`config.mk`:
```
export PLATFORM = sky130hd
export DESIGN_NAME = hdmi_audio_mixer
export DESIGN_NICKNAME = d
export VERILOG_FILES = /design/src/rtl/hdmi_audio_mixer.sv
export SDC_FILE = /design/constraint.sdc
export NUM_CORES = 1
export LEC_CHECK = 0
export CORE_UTILIZATION = 53
export CTS_CLUSTER_DIAMETER = 50
export DETAILED_ROUTE_END_ITERATION = 10
export HOLD_SLACK_MARGIN = 0.1
export PLACE_DENSITY = 0.78
export RECOVER_POWER = 50
export SETUP_SLACK_MARGIN = 0.15
export SLEW_MARGIN = 20
export SYNTH_ARGS = -nofsm -noshare
export SYNTH_HDL_FRONTEND = slang
export SYNTH_SLANG_ARGS = --single-unit
```
`constraint.sdc`:
```
create_clock -name clk_pixel_w -period 5.6 [get_ports clk_pixel_w]
set_input_delay 1.12 -clock clk_pixel_w [delete_from_list [all_inputs] [get_ports clk_pixel_w]]
set_output_delay 1.12 -clock clk_pixel_w [all_outputs]
set_load 0.02 [all_outputs]
```
`src/rtl/hdmi_audio_mixer.sv`:
```
// Divides clk_pixel_w to the HDMI audio sample clock and mixes the Apple speaker with Mockingboard audio.
// Optional feature: define HDMI_AUDIO_LPF_EN to add a shift-only one-pole low-pass filter per channel.
module hdmi_audio_mixer #(
  parameter int unsigned PIXEL_CLOCK_HZ = 27_000_000,
  parameter int unsigned AUDIO_RATE     = 44100,
  parameter int unsigned SPEAKER_HOLD   = 255,
  parameter logic [15:0] SPEAKER_LEVEL  = 16'h2000
) (
  input  logic        clk_pixel_w,
  input  logic        system_reset_n_w,
  input  logic        speaker_toggle_i,
  input  logic        speaker_en_i,
  input  logic [9:0]  mb_audio_l_i,
  input  logic [9:0]  mb_audio_r_i,
  output logic        clk_audio_o,
  output logic [15:0] audio_l_o,
  output logic [15:0] audio_r_o,
  output logic        sample_tick_o
);

  localparam int unsigned     DIV       = PIXEL_CLOCK_HZ / AUDIO_RATE;
  localparam int unsigned     CNT_W     = (DIV > 1) ? $clog2(DIV) : 1;
  localparam logic [CNT_W-1:0] CNT_LAST = CNT_W'(DIV - 1);
  localparam logic [CNT_W-1:0] CNT_HALF = CNT_W'(DIV / 2);
  localparam logic [7:0]      HOLD_INIT = 8'(SPEAKER_HOLD);
  localparam logic [16:0]     SAT_MAX   = 17'h07FFF;

  // ---------------------------------------------------------------------------
  // Sample-rate divider
  // ---------------------------------------------------------------------------
  logic [CNT_W-1:0] div_cnt;
  logic [CNT_W-1:0] div_cnt_next;
  logic             tick;

  always_comb begin
    tick         = (div_cnt == CNT_LAST);
    div_cnt_next = tick ? '0 : div_cnt + 1'b1;
  end

  // NOTE: sequential state uses non-blocking assignments so every register samples pre-edge values.
  always_ff @(posedge clk_pixel_w or negedge system_reset_n_w) begin
    if (!system_reset_n_w) begin
      div_cnt     <= '0;
      clk_audio_o <= 1'b0;
    end else begin
      div_cnt     <= div_cnt_next;
      clk_audio_o <= (div_cnt_next < CNT_HALF);
    end
  end

  // ---------------------------------------------------------------------------
  // Speaker toggle: synchronise, detect either edge, stretch into a held level
  // ---------------------------------------------------------------------------
  logic       spk_sync1, spk_sync2, spk_sync3;
  logic       spk_edge;
  logic       edge_pending;
  logic [7:0] hold_cnt;
  logic [7:0] hold_next;
  logic       spk_active;

  // NOTE: outputs get a default before any branch so no path leaves them unassigned (no latch).
  always_comb begin
    spk_edge  = spk_sync2 ^ spk_sync3;
    hold_next = hold_cnt;
    if (edge_pending | spk_edge) begin
      hold_next = HOLD_INIT;
    end else if (hold_cnt != 8'd0) begin
      hold_next = hold_cnt - 1'b1;
    end
    spk_active = spk_sync3 & (hold_next != 8'd0) & speaker_en_i;
  end

  always_ff @(posedge clk_pixel_w or negedge system_reset_n_w) begin
    if (!system_reset_n_w) begin
      spk_sync1    <= 1'b0;
      spk_sync2    <= 1'b0;
      spk_sync3    <= 1'b0;
      edge_pending <= 1'b0;
      hold_cnt     <= 8'd0;
    end else begin
      spk_sync1 <= speaker_toggle_i;
      spk_sync2 <= spk_sync1;
      spk_sync3 <= spk_sync2;
      // An edge coinciding with the tick is consumed by that tick's reload.
      if (tick) begin
        edge_pending <= 1'b0;
        hold_cnt     <= hold_next;
      end else if (spk_edge) begin
        edge_pending <= 1'b1;
      end
    end
  end

  // ---------------------------------------------------------------------------
  // Mockingboard CDC: accept a word only once two consecutive captures agree
  // ---------------------------------------------------------------------------
  logic [1:0][9:0] mb_in;
  logic [1:0][9:0] mb_s1, mb_s2, mb_stable;

  assign mb_in = {mb_audio_r_i, mb_audio_l_i};

  always_ff @(posedge clk_pixel_w or negedge system_reset_n_w) begin
    if (!system_reset_n_w) begin
      mb_s1     <= '0;
      mb_s2     <= '0;
      mb_stable <= '0;
    end else begin
      mb_s1 <= mb_in;
      mb_s2 <= mb_s1;
      for (int ch = 0; ch < 2; ch++) begin
        if (mb_s1[ch] == mb_s2[ch]) mb_stable[ch] <= mb_s2[ch];
      end
    end
  end

  // ---------------------------------------------------------------------------
  // Mix and saturate; index 0 is left, 1 is right
  // ---------------------------------------------------------------------------
  logic [1:0][16:0] mix_wide;
  logic [1:0][15:0] mix;
  logic [1:0][15:0] sample_next;
  logic [1:0][15:0] audio_q;

  always_comb begin
    for (int ch = 0; ch < 2; ch++) begin
      mix_wide[ch] = {3'b000, mb_stable[ch], 4'b0000}
                   + (spk_active ? {1'b0, SPEAKER_LEVEL} : 17'd0);
      mix[ch]      = (mix_wide[ch] > SAT_MAX) ? 16'h7FFF : mix_wide[ch][15:0];
    end
  end

`ifdef HDMI_AUDIO_LPF_EN
  // acc settles at 8*mix, so acc[17:3] gives unity gain without a multiplier.
  logic [1:0][17:0] lpf_acc;
  logic [1:0][17:0] lpf_acc_next;

  always_comb begin
    for (int ch = 0; ch < 2; ch++) begin
      lpf_acc_next[ch] = lpf_acc[ch] - (lpf_acc[ch] >> 3) + {2'b00, mix[ch]};
      sample_next[ch]  = {1'b0, lpf_acc_next[ch][17:3]};
    end
  end

  always_ff @(posedge clk_pixel_w or negedge system_reset_n_w) begin
    if (!system_reset_n_w) begin
      lpf_acc <= '0;
    end else if (tick) begin
      lpf_acc <= lpf_acc_next;
    end
  end
`else
  always_comb begin
    sample_next = mix;
  end
`endif

  // ---------------------------------------------------------------------------
  // Output register: updates on the edge where clk_audio_o rises
  // ---------------------------------------------------------------------------
  always_ff @(posedge clk_pixel_w or negedge system_reset_n_w) begin
    if (!system_reset_n_w) begin
      audio_q       <= '0;
      sample_tick_o <= 1'b0;
    end else begin
      sample_tick_o <= tick;
      if (tick) audio_q <= sample_next;
    end
  end

  assign audio_l_o = audio_q[0];
  assign audio_r_o = audio_q[1];

endmodule

```
# Word level (Yosys, flattened, before mapping)
# Index checks and enable logic that the tools add are counted.
# op_classes
div	0
n_shift	0
bitwise	4
n_eq_ne	3
n_reduce_logical	3
add_sub_neg	4
mul	0
n_mux	8
magnitude_cmp	3
# op_table
op	n
10-bit == test	2
14-bit by 17-bit adder with 17-bit output	1
17-bit by 15-bit > comparator with 1-bit output (second input constant)	1
16-bit 2-to-1 mux	1
8-bit 2-to-1 mux	2
8-bit nonzero test	2
14-bit by 14-bit adder with 15-bit output	1
15-bit > comparator (second input constant)	1
15-bit 2-to-1 mux	1
14-bit 2-to-1 mux	1
10-bit by 1-bit adder with 10-bit output (second input constant)	1
10-bit == test (second input constant)	1
10-bit by 9-bit < comparator with 1-bit output (second input constant)	1
10-bit 2-to-1 mux	1
8-bit by 1-bit subtractor with 8-bit output (second input constant)	1
1-bit AND	2
1-bit 2-to-1 mux	2
2-bit nonzero test	1
1-bit OR	1
1-bit XOR	1
# word_totals
elab_cells	41
input_bits	24
latch_bits	0
romBits	0
ramBits	0
regBits	116
out_inout_bits	34
memories	0

# Longest topological paths before layout
# Gate-level depths: netlist of the first run.
# depth
depth_word	10
depth_mapped	8
mapped_depth_nobuf	8

# Worst setup path after synthesis of the first run
# No wires, ideal clock.
# synth_timing
kind	register to register
start	register hold_cnt[0]
end	register audio_q, in the netlist audio_l_o[13]
setup_time_ns	0.131
path_stages_with_launch	9
synth_period_minus_slack_ns	2.193
slack_ns	3.407
t_required_ns	5.469
arrival_ns	2.062
n_path_buf	0
cell_sequence	dfrtp_1 > inv_1 > ha_1 > or3b_1 > a2111oi_2 > o21ai_1 > o311ai_4 > xnor2_1 > o21ai_1
# synth_between
elab_chain_cells	10
word_cells_on_any_way	11
cone_classes	add/sub (2); order compare (1); mux (4); bitwise (2); reduce/logical (2)
# synth_rtl
element	line	text
start, declared	57	logic [7:0] hold_cnt;
start signal, assigned	87	hold_cnt <= hold_next;
8-bit by 1-bit subtractor with 8-bit output or 8-bit nonzero test (tied branches)	68, 67	
8-bit 2-to-1 mux (*)	67	end else if (hold_cnt != 8'd0) begin
8-bit 2-to-1 mux (*)	65	if (edge_pending | spk_edge) begin
8-bit nonzero test (*)	70	spk_active = spk_sync3 & (hold_next != 8'd0) & speaker_en_i;
1-bit AND (*) (2 in a row)	70	
14-bit 2-to-1 mux (*)	127	+ (spk_active ? {1'b0, SPEAKER_LEVEL} : 17'd0);
14-bit by 17-bit adder with 17-bit output (*)	127	
17-bit by 15-bit > comparator with 1-bit output	128	mix[ch] = (mix_wide[ch] > SAT_MAX) ? 16'h7FFF : mix_wide[ch][15:0];
16-bit 2-to-1 mux (*)	128	
end signal, assigned	166	if (tick) audio_q <= sample_next;
end, declared	122	logic [1:0][15:0] audio_q;
# Mark *: on every way between the ends. The rest lies on a longest branch, timed or not.
# A chain may end at the register's enable or synchronous reset.

==> results.py, run 1 <==
metrics = {
    "grt": {
        "grt.overflow.total": 0,
        "grt_max_degree": 65,
        "grt_antenna_before_repair": 0,
        "grt_pass1_vias": 2533,
        "gr-usage-all-layers_pct": 18.69,
        "grt_pass1_wl_mm": 11.88,
    },
    "cells_and_area": {
        "nNetsFinal": 415,
        "n_antenna_cell": 0,
        "nFillCells": 559,
        "final_core_util_pct": 65.67,
        "multi_input_area_um2": 1355,
        "register_area_um2": 2653,
        "syn_to_final_growth_pct": 17.78,
        "drive_gt1_share_pct": 11.42,
    },
    "placed_design": {
        "portBuffers": 47,
        "gp_congestion": 0.8505,
        "dpl.hpwl_mm": 4.693,
    },
    "drt": {
        "ant_nets": 0,
        "routed_via_density": 5.288,
        "drcViolationCount": 0,
        "first_pass_iters": 5,
        "wl_met3_um": 243,
        "topRoutingLayerUsed": "met4",
        "drt-wirelength-per-cell_um": 14.06,
        "drt_iter0_markers": 142,
        "drt_wl_total_mm": 6.931,
        "dr_wl_met2_mm": 3.397,
        "wl_met1_mm": 3.130,
        "vias": 2607,
    },
    "critical_path": {
        "crit_family": "buffers and inverters",
        "crit_arrival_ns": 3.40,
        "critPathSlowestCell": "clkbuf_1",
        "path_cells": "buf_4 -> clkbuf_1",
        "max_stage_delay_ns": 1.65,
        "start_kind": "input port",
        "crit_path_max_fanout": 64,
        "end_kind": "asynchronous set/reset pin",
        "crit_buf_inv": 2,
        "worstSetupPathType": "in -> async",
        "cp.required_ns": 5.64,
    },
    "synthesis": {
        "synth_ff_type": "dfrtp_1",
        "yosys_warnings": 0,
        "synth-seq-cells": 106,
        "syn_inst": 339,
        "synth_top_cells_by_count": "dfrtp_1, nand2_1, xor2_1, mux2_2, nor2_1",
        "yosysUniqueCellTypes": 47,
        "synth_seq_area_share_pct": 64.56,
        "yosys.area.top_type": "dfrtp_1",
        "syn_avg_cell_area_um2": 12.12,
        "synthArstFlopShare_pct": 100.0,
        "synth_edf_count": 0,
        "syn_area_um2": 4109,
        "yosysMostFrequentCell": "dfrtp_1",
        "yosysTopAreaCellShare_pct": 64.56,
        "netlist_top_cells_area": "dfrtp_1, nand2_1, mux2_2",
    },
    "sta": {
        "tightest_slew_ns": 2.217,
        "fin_crit_sh_pct": 59.97,
        "setup_viol": 0,
        "skew_ns": 0.007575,
        "slew_violations": 85,
        "finalSetupTns_ns": 0,
        "fmax_ghz": 0.2978,
        "rsz0062_at_grt": "false",
        "relSlewSlack_pct": -47.77,
        "finalHoldViolCount": 0,
        "fin_hold_ws_ns": 0.3622,
        "min_period_ns": 3.358,
    },
    "clocking": {
        "numClockSinks": 106,
        "root_buffer": "clkbuf_8",
        "numCtsBuffers": 9,
        "cts-resized-gates": 0,
        "insertion_delay_ns": 0.37,
        "clock_path_buffers": 2,
        "cts_tree": "yes",
        "post_cts_buffers": 0,
        "cts_hold_buf": 0,
        "htree_levels": 3,
        "cts.clk_slew.worst_paths_ns": 0.10,
    },
    "pwr": {
        "ir_drop_uv": 217.1,
        "p_seq_share_pct": 59.9,
        "switching_power_mw": 0.3125,
        "combPwrFrac_pct": 4.2,
        "p_int_mw": 1.027,
        "p_sw_share_pct": 23.32,
        "leakagePower_nw": 2.270,
        "clkPwrFrac_pct": 36.0,
        "powerDensity_nw_per_um2": 276.8,
    },
    "floorplan": {
        "die_x_um": 90.05,
        "die-area_um2": 8109,
        "fp-row-count": 31,
        "io-pin-count": 58,
        "dieHeight_um": 90.05,
        "initial_utilization_pct": 55.76,
        "coreArea_um2": 7370,
    },
    "worst_hold_path": {
        "hold_path_class": "reg -> reg",
    },
    "run_status": {
        "status": "finished, violations left",
        "failed_checks": "max-capacitance violations, max-slew violations",
    },
    "flow_run": {
        "maxCapViolCount": 2,
    },
}
per-stage QoR:
step / instance area [um^2] / std cells / setup slack (ns) / total power [mW]
detailed placement: 4641 / 477 / 3.211 / 0.8783
finish: 4840 / 493 / 2.242 / 1.340
floorplan: 4143 / 348 / 3.407 / 0.8452
global route: 4840 / 493 / 1.643 / 1.389
global placement: 4641 / 477 / 3.285 / 0.8753
CTS: 4847 / 493 / 3.059 / 1.359
power groups by stage:
stage	combinational (mW)	sequential [mW]	clock, mW
2_1_floorplan	0.0315	0.814	0
3_3_place_gp	0.0590	0.816	0
3_5_place_dp	0.0607	0.818	0
4_1_cts	0.0609	0.802	0.495
5_1_grt	0.0633	0.805	0.521
6_report	0.0557	0.802	0.482
routing by layer:
layer | vias to the layer above | track usage (%)
met5 | - | 0
met2 | 68 | 30.09
li1 | 1228 | -
met3 | 14 | 3.553
met4 | 0 | 9.677
met1 | 1297 | 24.26
layout by cell type (no fill, tap or decap), types with 2 or more instances in the layout:
cell,Yosys,layout
nand4_1,4,4
a21oi_1,9,9
conb_1,1,10
nand3_1,4,4
clkbuf_1,7,2
or3_1,3,3
nor2b_1,2,2
ha_1,2,2
dlygate4sd3_1,0,21
nor4_1,5,5
inv_8,0,2
inv_1,6,6
mux2_2,20,20
nor2_1,15,15
o31ai_1,3,3
o22ai_1,2,2
a31oi_1,2,2
xor2_1,21,21
o21ai_0,8,8
xnor2_1,10,10
clkbuf_8,0,9
dfrtp_1,106,106
o21ai_1,3,3
nand2_1,67,67
nor3_1,4,4
clkdlybuf4s50_1,0,25
flip-flops by register name (all words and copies together) (netlist names):
| register | count |
|---|---|
| audio_l_o | 11 |
| audio_r_o | 11 |
| clk_audio_o | 1 |
| div_cnt | 10 |
| edge_pending | 1 |
| hold_cnt | 8 |
| mb_s1 | 20 |
| mb_s2 | 20 |
| mb_stable | 20 |
| sample_tick_o | 1 |
| spk_sync1 | 1 |
| spk_sync2 | 1 |
| spk_sync3 | 1 |
kinds of logic after synthesis:
family | after synthesis | share of synthesized area [%]
flops | 106 | 64.56
compound gates | 35 | 6.029
fa+ha+maj | 2 | 0.6089
buf+inv | 26 | 3.289
simple gates | 118 | 13.34
other cells | 1 | 0.09126
xor+xnor | 31 | 6.608
mux | 20 | 5.481
layout make-up:
class | instances | area share [%]
sequential | 106 | 54.81
multi-input combinational | 216 | 28.00
timing repair buffer | 49 | 9.824
clock buffer | 9 | 2.559
tap | 99 | 2.559
clock inverter | 7 | 1.706
inverter | 7 | 0.5429
worst paths after layout:
kind	startpoint	endpoint	slack, ns	cells after the start
worst max register to register	div_cnt[0]	hold_cnt[0]	2.86	7
max in group clk_pixel_w	div_cnt[0]	hold_cnt[0]	2.86	7
worst max-delay path	system_reset_n_w	mb_s1[7]	2.24	2
worst min register to register	spk_sync1	spk_sync2	0.36	0
min in group asynchronous	system_reset_n_w	mb_s1[8]	0.82	1
worst min-delay path	spk_sync1	spk_sync2	0.36	0
Note: power is estimated with default switching activity, not from simulation.
==> inputs of run 2 (changes only) <==
Settings changed: CORE_UTILIZATION 53 to 49, PLACE_DENSITY 0.78 to 0.76.
Clock period 5.6 ns to 3.05 ns, I/O delays scaled along.
==> results.py, run 2 (same netlist as run 1, synthesis figures left out) <==
metrics = {
    "run_status": {
        "status": "finished, final reports clean",
    },
    "drt": {
        "vias": 2549,
        "drt-wirelength-per-cell_um": 13.88,
        "drt_wl_total_mm": 6.942,
        "wl_met3_um": 242,
        "dr_wl_met2_mm": 3.384,
        "drcViolationCount": 0,
        "drt_iter0_markers": 78,
        "ant_nets": 0,
        "routed_via_density": 5.098,
        "topRoutingLayerUsed": "met4",
        "first_pass_iters": 4,
        "wl_met1_mm": 3.193,
    },
    "cells_and_area": {
        "nNetsFinal": 416,
        "nFillCells": 671,
        "layout_commonest_cell": "dfrtp_1",
        "largest_registers": "mb_s1: 20 flops, mb_s2: 20 flops, mb_stable: 20 flops",
        "n_antenna_cell": 0,
        "syn_to_final_growth_pct": 18.45,
        "multi_input_area_um2": 1355,
        "layout_common_cells": "dfrtp_1, nand2_1, clkdlybuf4s50_1",
        "drive_gt1_share_pct": 11.90,
        "register_area_um2": 2653,
    },
    "sta": {
        "relSlewSlack_pct": 21.88,
        "slew_violations": 0,
        "min_period_ns": 2.436,
        "tightest_slew_ns": 1.172,
        "finalSetupTns_ns": 0,
        "layout_setup_ws_ns": 0.6142,
        "setup_viol": 0,
        "fmax_ghz": 0.4105,
        "fin_crit_sh_pct": 79.86,
        "rsz0062_at_grt": "false",
        "skew_ns": 0.01052,
        "finalHoldViolCount": 0,
    },
    "critical_path": {
        "worstSetupPathType": "reg -> reg",
        "start_kind": "flip-flop",
        "crit_arrival_ns": 2.67,
        "r2r-end": "audio_r_o[13]",
        "cp.required_ns": 3.29,
        "r2r_setup_slack_ns": 0.61,
        "end_kind": "flip-flop",
        "r2r_cells": 8,
        "crit_path_max_fanout": 7,
        "worstReg2RegStart": "hold_cnt[0]",
    },
    "floorplan": {
        "initial_utilization_pct": 50.26,
        "die-area_um2": 8755,
        "dieHeight_um": 93.57,
        "coreArea_um2": 8175,
        "fp-row-count": 33,
        "die_x_um": 93.57,
        "io-pin-count": 58,
    },
    "pwr": {
        "leakagePower_nw": 2.283,
        "powerDensity_nw_per_um2": 503.4,
        "ir_drop_uv": 330.8,
    },
    "clocking": {
        "clock_path_buffers": 2,
        "post_cts_buffers": 0,
        "cts.clk_slew.worst_paths_ns": 0.10,
        "htree_levels": 3,
        "cts_tree": "yes",
        "cts-resized-gates": 0,
        "insertion_delay_ns": 0.36,
        "cts_hold_buf": 0,
        "numClockSinks": 106,
        "numCtsBuffers": 9,
        "root_buffer": "clkbuf_8",
    },
    "placed_design": {
        "portBuffers": 47,
        "preCtsSetupSlack_ns": 0.6421,
        "gp_congestion": 0.8689,
        "dpl.hpwl_mm": 4.678,
    },
    "grt": {
        "grt.overflow.total": 0,
        "grt_max_degree": 58,
        "gr-usage-all-layers_pct": 18.33,
        "grt_pass1_wl_mm": 12.15,
        "grt_pass1_vias": 2589,
        "grt_antenna_before_repair": 0,
    },
    "worst_hold_path": {
        "hp-start": "spk_sync1",
        "hold_path_class": "reg -> reg",
        "hold_depth": 0,
        "min_to": "spk_sync2",
    },
    "flow_run": {
        "maxCapViolCount": 0,
    },
}
==> run 2: worst max-delay path by stage <==
stage                     depth (start not counted)        start             to
after floorplan                                   8  hold_cnt[0]  audio_l_o[13]
after global placement                            8  hold_cnt[0]  audio_l_o[13]
after detailed placement                          8  hold_cnt[0]  audio_r_o[13]
after CTS                                         8  hold_cnt[0]  audio_r_o[13]
after global routing                              8  hold_cnt[0]  audio_r_o[13]
final                                             8  hold_cnt[0]  audio_r_o[13]
==> run 2: critical path: stages (launching register included) <==
cell and delay, ns:
dfrtp_1 0.46, inv_1 0.10, ha_1 0.23, or3b_1 0.41, a2111oi_2 0.36, o21ai_1 0.17
o311ai_4 0.33, xnor2_1 0.17, o21ai_1 0.08
==> run 2: report_power, final <==
group	leakage (nW)	total (mW)	internal (mW)	switching (mW)
logic	0.848	0.104	0.0483	0.0560
registers	1.33	1.47	1.45	0.0264
clock network	0.101	0.873	0.393	0.480
==> run 2: metal layers <==
layer | vias to the layer above | GRT usage (%)
met4 | 0 | 7.179
met3 | 12 | 4.065
met5 | - | 0
met2 | 63 | 29.90
li1 | 1223 | -
met1 | 1251 | 23.97
==> run 2: area by class of cell <==
type	instances	share of cell area [%]
multi-input cells	216	27.84
clock inverters	6	1.517
repair buffers	50	10.28
flip-flops and latches	106	54.50
inverters	7	0.5398
clock buffers	10	2.622
well taps	105	2.699
==> run 2: stage by stage <==
step	util, %	power [mW]	cell area [um^2]	hold WS [ns]	std cells
after floorplan	-	1.552	4143	0.3144	348
after global routing	59.53	2.563	4867	0.3853	500
after CTS	59.57	2.484	4870	0.2497	500
after detailed placement	57.10	1.614	4668	0.3380	484
final	59.53	2.450	4867	0.3650	500
after global placement	57.10	1.610	4668	0.3371	484
